### src/rtl/swim_pkg.sv
// Shared state encoding, timing defaults and helpers for the SWIM entry sequencer.
package swim_pkg;

  typedef enum logic [2:0] {
    ST_IDLE,
    ST_NRST_HOLD,
    ST_ENTRY_LOW,
    ST_ENTRY_HIGH,
    ST_PATTERN,
    ST_SYNC_WAIT,
    ST_END
  } swim_state_t;

  // 48 MHz silicon timings
  localparam int unsigned HW_RST_CYCLES          = 480000;
  localparam int unsigned HW_START_LOW_CYCLES    = 768;
  localparam int unsigned HW_START_HIGH_CYCLES   = 48000;
  localparam int unsigned HW_BIT_CYCLES          = 12000;
  localparam int unsigned HW_SYNC_MIN_CYCLES     = 96;
  localparam int unsigned HW_SYNC_TIMEOUT_CYCLES = 96000;
  localparam int unsigned HW_END_CYCLES          = 480000;

  // Shortened timings for simulation
  localparam int unsigned SIM_RST_CYCLES          = 10;
  localparam int unsigned SIM_START_LOW_CYCLES    = 2;
  localparam int unsigned SIM_START_HIGH_CYCLES   = 10;
  localparam int unsigned SIM_BIT_CYCLES          = 4;
  localparam int unsigned SIM_PAT_WIDTH           = 8;
  localparam logic [7:0]  SIM_PATTERN             = 8'hA5;
  localparam int unsigned SIM_SYNC_MIN_CYCLES     = 3;
  localparam int unsigned SIM_SYNC_TIMEOUT_CYCLES = 40;
  localparam int unsigned SIM_END_CYCLES          = 20;

  localparam int unsigned DEF_PAT_WIDTH = 28;
  localparam logic [27:0] DEF_PATTERN   = 28'h0CCCCAA;

  function automatic int unsigned max2(input int unsigned a, input int unsigned b);
    return (a > b) ? a : b;
  endfunction

endpackage

### src/rtl/swim_sync_det.sv
// Per-channel sync-pulse detector: 2-FF synchroniser, saturating low-width counter, sticky ack.
module swim_sync_det #(
  parameter int unsigned SYNC_MIN_CYCLES = 96
) (
  input  logic clk,
  input  logic rst,
  input  logic swim_in,
  input  logic en,
  input  logic clear,
  output logic ack
);

  localparam int unsigned LW = (SYNC_MIN_CYCLES > 0) ? $clog2(SYNC_MIN_CYCLES + 1) : 1;

  logic          s1;
  logic          s2;
  logic          armed;
  logic [LW-1:0] low_cnt;

  // A low only counts once a high has been seen while enabled, so a pulse
  // already running when the window opens can never produce an ack.
  always_ff @(posedge clk) begin
    if (rst) begin
      s1      <= 1'b1;
      s2      <= 1'b1;
      armed   <= 1'b0;
      low_cnt <= '0;
      ack     <= 1'b0;
    end else begin
      s1 <= swim_in;
      s2 <= s1;
      if (clear) begin
        armed   <= 1'b0;
        low_cnt <= '0;
        ack     <= 1'b0;
      end else if (!en) begin
        armed   <= 1'b0;
        low_cnt <= '0;
      end else if (s2) begin
        armed   <= 1'b1;
        low_cnt <= '0;
        if (low_cnt != '0 && low_cnt >= LW'(SYNC_MIN_CYCLES))
          ack <= 1'b1;
      end else if (armed && low_cnt != '1) begin
        low_cnt <= low_cnt + 1'b1;
      end
    end
  end

endmodule

### src/rtl/swim_entry_seq.sv
// Multi-channel SWIM entry sequencer: NRST hold, entry pulse, activation pattern, sync detection.
module swim_entry_seq
  import swim_pkg::*;
#(
  parameter int unsigned           NUM_CH              = 3,
  parameter int unsigned           RST_CYCLES          = HW_RST_CYCLES,
  parameter int unsigned           START_LOW_CYCLES    = HW_START_LOW_CYCLES,
  parameter int unsigned           START_HIGH_CYCLES   = HW_START_HIGH_CYCLES,
  parameter int unsigned           BIT_CYCLES          = HW_BIT_CYCLES,
  parameter int unsigned           PAT_WIDTH           = DEF_PAT_WIDTH,
  parameter logic [PAT_WIDTH-1:0]  PATTERN             = PAT_WIDTH'(DEF_PATTERN),
  parameter int unsigned           SYNC_MIN_CYCLES     = HW_SYNC_MIN_CYCLES,
  parameter int unsigned           SYNC_TIMEOUT_CYCLES = HW_SYNC_TIMEOUT_CYCLES,
  parameter int unsigned           END_CYCLES          = HW_END_CYCLES
) (
  input  logic              clk,
  input  logic              rst,
  input  logic              start,
  input  logic              abort,
  input  logic [NUM_CH-1:0] ch_mask,
  input  logic [NUM_CH-1:0] swim_in,
  output logic [NUM_CH-1:0] swim_oe,
  output logic              nrst,
  output logic              busy,
  output logic              done,
  output logic [NUM_CH-1:0] ack,
  output logic              err
);

  localparam int unsigned MAX_T = max2(max2(max2(RST_CYCLES, START_LOW_CYCLES),
                                            max2(START_HIGH_CYCLES, BIT_CYCLES)),
                                       max2(SYNC_TIMEOUT_CYCLES, END_CYCLES));
  localparam int unsigned CW = (MAX_T > 1) ? $clog2(MAX_T) : 1;
  localparam int unsigned BW = (PAT_WIDTH > 1) ? $clog2(PAT_WIDTH) : 1;

  swim_state_t       state;
  logic [CW-1:0]     cnt;
  logic [BW-1:0]     bit_idx;
  logic [BW-1:0]     next_idx;
  logic [NUM_CH-1:0] mask;
  logic [NUM_CH-1:0] ack_int;
  logic              cnt_zero;
  logic              start_ok;
  logic              all_acked;
  logic              sync_en;

  always_comb begin
    cnt_zero  = (cnt == '0);
    start_ok  = (state == ST_IDLE) && start && (|ch_mask) && !abort;
    all_acked = ((ack_int & mask) == mask);
    sync_en   = (state == ST_SYNC_WAIT);
    next_idx  = bit_idx - 1'b1;
  end

  always_ff @(posedge clk) begin
    if (rst) begin
      state   <= ST_IDLE;
      cnt     <= '0;
      bit_idx <= '0;
      mask    <= '0;
      swim_oe <= '0;
      nrst    <= 1'b1;
      busy    <= 1'b0;
      done    <= 1'b0;
      err     <= 1'b0;
    end else begin
      done <= 1'b0;
      if (state != ST_IDLE && abort) begin
        state   <= ST_IDLE;
        swim_oe <= '0;
        nrst    <= 1'b1;
        busy    <= 1'b0;
        done    <= 1'b1;
        err     <= 1'b1;
      end else begin
        // Each timed state loads (duration-1) on entry and leaves when the
        // counter reads 0, so it is occupied for exactly its duration.
        case (state)
          ST_IDLE: begin
            if (start_ok) begin
              mask  <= ch_mask;
              err   <= 1'b0;
              nrst  <= 1'b0;
              busy  <= 1'b1;
              cnt   <= CW'(RST_CYCLES - 1);
              state <= ST_NRST_HOLD;
            end
          end
          ST_NRST_HOLD: begin
            if (cnt_zero) begin
              swim_oe <= mask;
              cnt     <= CW'(START_LOW_CYCLES - 1);
              state   <= ST_ENTRY_LOW;
            end else begin
              cnt <= cnt - 1'b1;
            end
          end
          ST_ENTRY_LOW: begin
            if (cnt_zero) begin
              swim_oe <= '0;
              cnt     <= CW'(START_HIGH_CYCLES - 1);
              state   <= ST_ENTRY_HIGH;
            end else begin
              cnt <= cnt - 1'b1;
            end
          end
          ST_ENTRY_HIGH: begin
            if (cnt_zero) begin
              bit_idx <= BW'(PAT_WIDTH - 1);
              swim_oe <= PATTERN[PAT_WIDTH-1] ? '0 : mask;
              cnt     <= CW'(BIT_CYCLES - 1);
              state   <= ST_PATTERN;
            end else begin
              cnt <= cnt - 1'b1;
            end
          end
          ST_PATTERN: begin
            if (cnt_zero) begin
              if (bit_idx == '0) begin
                swim_oe <= '0;
                cnt     <= CW'(SYNC_TIMEOUT_CYCLES - 1);
                state   <= ST_SYNC_WAIT;
              end else begin
                bit_idx <= next_idx;
                swim_oe <= PATTERN[next_idx] ? '0 : mask;
                cnt     <= CW'(BIT_CYCLES - 1);
              end
            end else begin
              cnt <= cnt - 1'b1;
            end
          end
          ST_SYNC_WAIT: begin
            if (all_acked || cnt_zero) begin
              cnt   <= CW'(END_CYCLES - 1);
              state <= ST_END;
            end else begin
              cnt <= cnt - 1'b1;
            end
          end
          ST_END: begin
            if (cnt_zero) begin
              nrst  <= 1'b1;
              busy  <= 1'b0;
              done  <= 1'b1;
              err   <= |(mask & ~ack_int);
              state <= ST_IDLE;
            end else begin
              cnt <= cnt - 1'b1;
            end
          end
          default: state <= ST_IDLE;
        endcase
      end
    end
  end

  for (genvar i = 0; i < NUM_CH; i++) begin : g_det
    swim_sync_det #(
      .SYNC_MIN_CYCLES(SYNC_MIN_CYCLES)
    ) u_det (
      .clk    (clk),
      .rst    (rst),
      .swim_in(swim_in[i]),
      .en     (sync_en & mask[i]),
      .clear  (start_ok),
      .ack    (ack_int[i])
    );
  end

  assign ack = ack_int;

endmodule

### config.mk
export PLATFORM = sky130hd
export DESIGN_NAME = swim_entry_seq
export DESIGN_NICKNAME = d
export VERILOG_FILES = /design/src/rtl/swim_pkg.sv /design/src/rtl/swim_sync_det.sv /design/src/rtl/swim_entry_seq.sv
export SDC_FILE = /design/constraint.sdc
export NUM_CORES = 1
export LEC_CHECK = 0
export CAP_MARGIN = 20
export CORE_ASPECT_RATIO = 0.7
export CORE_MARGIN = 3
export CORE_UTILIZATION = 52
export DETAILED_ROUTE_END_ITERATION = 10
export PLACE_DENSITY = 0.83
export SYNTH_ARGS = -nofsm -noshare
export SYNTH_HDL_FRONTEND = slang
export SYNTH_SLANG_ARGS = --single-unit
### constraint.sdc
create_clock -name clk -period 2.1 [get_ports clk]
set_clock_uncertainty 0.15 [all_clocks]
set_input_delay 0.21 -clock clk [delete_from_list [all_inputs] [get_ports clk]]
set_output_delay 0.21 -clock clk [all_outputs]
set_load 0.005 [all_outputs]
# After elaboration in Yosys (flattened, before gate mapping)
# Memories as Yosys holds them, arrays and structs flattened.
# Index checks and enable logic that the tools add are counted.
# totals
mem_count	1
regBits	70
output_inout_bits	10
rom_bits	32
inputBits	10
# mem_list
name	words	word_bits	rd	rd_clocked_by_memory_dff	write_ports	line_no	rtl
(name not given)	32	1	1	0	0	swim_entry_seq.sv:125	swim_oe <= PATTERN[next_idx] ? '0 : mask;
# classes
bitwise_logic	10
reduce_logical	45
n_eq_ne	23
order_cmp	4
muxes	40
n_addsub	5
# op_table
cell	n
2-to-1 mux 19 bit	7
one-hot mux 19 bit (7 select lines)	1
2-to-1 mux 3 bit	12
nonzero test 7 bit	4
adder 7 x 1 -> 7 bit (second input constant)	3
greater-or-equal comparator 7 bit (second input constant)	3
inequality test 7 bit (second input constant)	3
one-hot mux 3 bit (7 select lines)	1
zero test 19 bit	1
subtractor 19 x 1 -> 19 bit (second input constant)	1
AND reduction 3 bit	6
2-to-1 mux 17 bit	1
inequality test 2 bit (second input constant)	8
2-to-1 mux 5 bit	3
OR reduction 3 bit	5
OR reduction 4 bit	3
logical AND 1 bit	10
2-to-1 mux 1 bit	10
one-hot mux 5 bit (2 select lines)	1
== test 3 bit (second input constant)	3
one-hot mux 3 bit (3 select lines)	1
nonzero test 3 bit	3
AND reduction 4 bit	2
AND reduction 8 bit	1
other kinds (20)	34

# Depth between registers and ports, before layout
# depth
ltp_word	7
mapped_depth	10

# By module
# Synthesis repeated with hierarchy kept, for this count alone.
# hier_totals
hier_cells	452
area_unflattened_um2	3786.1
# by_module_without_submodules
module	seq_area_each_um2	area_each_um2	cells_per_inst	instances
swim_entry_seq	740.7	2359.8	308	1
swim_sync_det	220.2	475.5	48	3

# Least setup slack after synthesis
# OpenSTA, ideal clock, no wires.
# synth_timing
path_type	register -> register
startpoint	register bit_idx[1]
endpoint	register bit_idx[2]
path_slack_ns	-0.160
t_arrival_ns	1.983
path_buffers	1
synth_period_minus_slack_ns	2.260
path_stages_with_launch	10
cell_sequence	dfxtp_1 > clkbuf_1 > inv_1 > ha_1 > nor4b_1 > o2bb2ai_1 > nor4b_4 > and2_1 > a22oi_1 > nor2_1
# synth_between
elab_chain_cells	4
elab_cells_between_ends	7
classes_between	add/sub (1); eq/ne (1); mux (3); reduce/logical (2)
# synth_rtl
element	line_no	rtl
from (decl)	swim_entry_seq.sv:38	logic [BW-1:0] bit_idx;
from (signal assigned)	swim_entry_seq.sv:109	bit_idx <= BW'(PAT_WIDTH - 1);
from (signal assigned)	swim_entry_seq.sv:124	bit_idx <= next_idx;
subtractor 5 x 1 -> 5 bit	swim_entry_seq.sv:52	next_idx = bit_idx - 1'b1;
2-to-1 mux 5 bit	swim_entry_seq.sv:119	if (bit_idx == '0) begin
2-to-1 mux 5 bit	swim_entry_seq.sv:118	if (cnt_zero) begin
one-hot mux 5 bit (2 select lines)	swim_entry_seq.sv:78	case (state)
# Several ways; a longest one is shown, not always the timed one. The select of a mux whose other input is x is not followed.
# A chain may end at the register's enable or synchronous reset.

# Worst setup path after layout
# layout_timing
startpoint	register cnt[1]
endpoint	register cnt[15]
# layout_between
elab_chain_cells	4
elab_cells_between_ends	12
classes_between	add/sub (1); eq/ne (1); mux (7); reduce/logical (3)
# layout_rtl
element	line_no	rtl
from (decl)	swim_entry_seq.sv:37	logic [CW-1:0] cnt;
from (signal assigned)	swim_entry_seq.sv:85	cnt <= CW'(RST_CYCLES - 1);
from (signal assigned)	swim_entry_seq.sv:92	cnt <= CW'(START_LOW_CYCLES - 1);
from (signal assigned)	swim_entry_seq.sv:95	cnt <= cnt - 1'b1;
branches (longest 4 deep; another with subtractor 19 x 1 -> 19 bit)	--	
# Several ways; the timed one is not identified. The select of a mux whose other input is x is not followed.

==> metrics.md <==
| Metric | Value |
|---|---|
| Result of the run | complete, but fails checks |
| Failing checks | setup timing |
| Critical path launch point type | flop |
| Part of the power in combinational logic | 34.4% |
| Cell leakage power | 2.02 nW |
| Top post-synthesis cells by area | sky130_fd_sc_hd__dfxtp_1 (36%), sky130_fd_sc_hd__nor2_1 (6.8%), sky130_fd_sc_hd__a21oi_1 (3.5%), sky130_fd_sc_hd__nor3_1 (3.0%), sky130_fd_sc_hd__xor2_1 (2.7%) |
| Hold Path Sink | g_det[1].u_det.s1 |
| Number of synthesis warnings | 0 |
| Total Routed Length | 12.6 mm |
| Post-synth top area share | 36.4% |
| Max-Cap Viols | 0 |
| Port Buf Inserts | 19 |
| Endpoint type of the worst setup path | flop |
| Final worst path period share | 108% |
| Wire length per cell | 18.7 µm |
| Highest ir drop seen on vdd | 0.534 mV |
| H-tree levels | 3 |
| Met3 routed wirelength | 1.39 mm |
| Dominant synthesized flop cell | sky130_fd_sc_hd__dfxtp_1 |
| Dominant cell type by area after synthesis | sky130_fd_sc_hd__dfxtp_1 |
| Arrival @ worst endpoint | 2440 ps |
| Slew Limit Headroom | 58.2% |
| IO Pins | 20 |
| Power density of the placed cells | just under 800 nW/µm² |
| Net count, final | 592 |
| Std-Cell Core Area | approximately 7000 µm² |
| R2r startpoint | cnt[1] |
| FF-to-FF End | cnt[15] |
| Clock tree from TritonCTS | built |
| Num Clock Sinks | 70 |
| Number of antenna violations at the first check in global routing | 0 |
| Total standard cell area after synthesis | 3850 µm² |
| Most numerous cell types in the synthesized netlist | sky130_fd_sc_hd__dfxtp_1 (70), sky130_fd_sc_hd__nor2_1 (70), sky130_fd_sc_hd__a21oi_1 (27), sky130_fd_sc_hd__nand2_1 (27), sky130_fd_sc_hd__nor3_1 (23) |
| Data required time at the worst endpoint | 2270 ps |
| Layout overhead on the synthesized area | 36.0% |
| Vias in the first global route | approximately 3800 |
| Worst slack on hold paths | 249 ps |
| Hold Path Origin | swim_in[1] |
| Overall power after layout | 4.05 mW |
| Die area | about 8500 µm² |
| Antenna fix cells | 0 |
| Congestion Overflow GR | 0 |
| Highest clock frequency the design can meet | 440 MHz |
| Remaining DRCs | 0 |
| Fin area | 5240 µm² |
| Max Fanout on Critical Path | 3 |
| Tightest Hold Check Type | in -> reg |
| Largest net degree at the start of global routing | 21 |
| Share of total power in sequential cells | 35.3% |
| Wire length of the first global-routing pass | 18.3 mm |
| Worst-case reg-to-reg path depth | 6 |
| Via-per-instance ratio | 6.23 |
| Max Buffers Root-to-Sink | 2 |
| Power dissipated by switching net loads | around 1.3 mW |
| Setup Slack @ Placement | -178 ps |
| Post-layout minimum cycle time | approximately 2300 ps |
| Number of cells traversed by the worst hold path | 2 |
| Startpoint-to-endpoint class of the critical path | reg -> reg |
| Launch point of the critical path | cnt[1] |
| Weighted congestion at the end of routability-driven global placement | 1.02 |
| Synthesized area divided by synthesized cell count | 8.01 µm² |
| Number of buffers added by the clock tree synthesis step | 9 |
| Unrepaired setup endpoints after global routing | yes |
| Worst reg2reg setup slack | -170 ps |
| Number of detailed-route iterations in the first pass | 5 |
| Sw Share | 33.3% |
| Wire length the detailed router placed on met1 | 5.21 mm |
| Clock latency on the worst-skew pair | 370 ps |
| Detail Route met2 WL | 5.60 mm |
| CTS root buffer | sky130_fd_sc_hd__clkbuf_8 |
| Share of post-route cells with drive strength above 1 | between 30% and 40% |
| Number of instances in the synthesized netlist | ~480 |
| Via count | 4195 |
| Count of pins over their slew limit | 0 |
| Count of flip-flops with a built-in enable after synthesis | 0 |
| Final setup violation count | 25 |
| Number of hold violations in the final report | 0 |
| Die width | around 110 µm |
| Sequential-to-total area share from yosys stat | between 30% and 40% |
| Highest metal layer with signal wires | met4 |
| Flop and latch count out of synthesis | 70 |
| Initial Utilization | 55.3% |
| Count of nets left with antenna violations after detail routing | 0 |
| Final worst slack | -173 ps |
| Fraction of registers with async set/reset | 0% |
| Internal Dissipation | 2.70 mW |
| Placement Cell Area | 4620 µm² |
| Number of core rows | 25 |
| Overall routing resource usage | 27.4% |
| Chip Height | between 70 and 80 µm |
| Slew at the pin closest to its max-slew limit | 623 ps |
| Half-perimeter wire length after detailed placement | 7.99 mm |
| Number of distinct standard cells referenced by the synthesized netlist | a little over 60 |
| Violation count after the first detailed-route iteration | 606 |
| Net Count, Synth | around 500 |
| Clock share of power | between 30% and 40% |
| Clock transition at the registers of the reported paths | ~80 ps |
what timing repair did:
item / CTS / global route
gates resized for setup: 22 / 46
hold buffers: 0 / 0
pin swaps: 14 / 24
gates cloned: 0 / 2
setup buffers: 6 / 8
endpoints found under the setup margin: 26 / 40
kinds of logic after synthesis:
logic type      share of synthesized area [%]
simple gates                             31.8
compound gates                           18.0
buf+inv                                  5.68
xor+xnor                                 4.54
flops                                    36.4
fa+ha+maj                                2.60
mux                                      1.04
layer usage:
metal / GRT usage, % / vias up
li1: - / 1897
met1: 37.0 / 1943
met2: 41.7 / 290
met3: 7.64 / 65
met4: 9.96 / 0
met5: 0 / -
area by class of cell:
class	instances	area [µm²]
clock buffer	9	124
clock inverter	7	96.3
fill	472	1730
inverter	17	63.8
multi-input combinational	364	2520
sequential	70	1410
tap	94	118
timing repair buffer	112	915
metrics by stage:
stage,setup TNS (ps),instances,util (%)
after floorplan,-52.9,481,-
after global placement,-1370,641,66.2
after detailed placement,-2320,641,66.2
after CTS,-182,663,71.4
after global routing,-4070,673,75.2
final,-1860,673,75.2
how the worst max path moves through the flow:
stage                  to  slack [ps]  cells after the start
4_1_cts           cnt[15]         -90                      6
6_report          cnt[15]        -170                      6
3_5_place_dp       cnt[2]        -180                      8
2_1_floorplan     cnt[15]         -30                      6
3_3_place_gp       cnt[2]        -100                      8
5_1_grt        bit_idx[2]        -290                     10
registers in the layout, indices dropped and copies added (netlist names):
name / flops
cnt: 19
done: 1
mask: 3
state: 3
busy: 1
g_det.u_det.armed: 3
g_det.u_det.s1: 3
g_det.u_det.s2: 3
err: 1
nrst: 1
g_det.u_det.ack: 3
g_det.u_det.low_cnt: 21
swim_oe: 3
bit_idx: 5
cells in the final DEF (no fill, tap or decap), types with 9 or more instances in the layout:
master | Yosys | final
sky130_fd_sc_hd__a21oi_1 | 27 | 24
sky130_fd_sc_hd__and2_1 | 12 | 10
sky130_fd_sc_hd__buf_4 | 5 | 85
sky130_fd_sc_hd__clkbuf_8 | 1 | 9
sky130_fd_sc_hd__clkdlybuf4s50_1 | 0 | 19
sky130_fd_sc_hd__dfxtp_1 | 70 | 67
sky130_fd_sc_hd__inv_1 | 17 | 16
sky130_fd_sc_hd__nand2_1 | 27 | 27
sky130_fd_sc_hd__nand3_1 | 12 | 9
sky130_fd_sc_hd__nand4_1 | 14 | 14
sky130_fd_sc_hd__nor2_1 | 70 | 61
sky130_fd_sc_hd__nor3_1 | 23 | 19
sky130_fd_sc_hd__o21ai_0 | 19 | 15
sky130_fd_sc_hd__o21ai_1 | 6 | 9
sky130_fd_sc_hd__or2_2 | 9 | 9
sky130_fd_sc_hd__xor2_1 | 12 | 12
power groups by stage:
stage | clock [mW] | combinational [mW] | sequential [mW]
after floorplan | 0 | 0.564 | 1.45
after global placement | 0 | 0.988 | 1.45
after detailed placement | 0 | 1.00 | 1.45
after CTS | 1.23 | 1.12 | 1.42
after global routing | 1.30 | 1.46 | 1.43
final | 1.23 | 1.39 | 1.43
critical path, cell delays in order, from the launching register on:
cell	delay, ps
sky130_fd_sc_hd__dfxtp_2	340
sky130_fd_sc_hd__or4_4	560
sky130_fd_sc_hd__nor4_4	200
sky130_fd_sc_hd__or3b_4	430
sky130_fd_sc_hd__or3_1	310
sky130_fd_sc_hd__o21ai_1	140
sky130_fd_sc_hd__a21o_1	90
(Power assumes the default switching activity.)
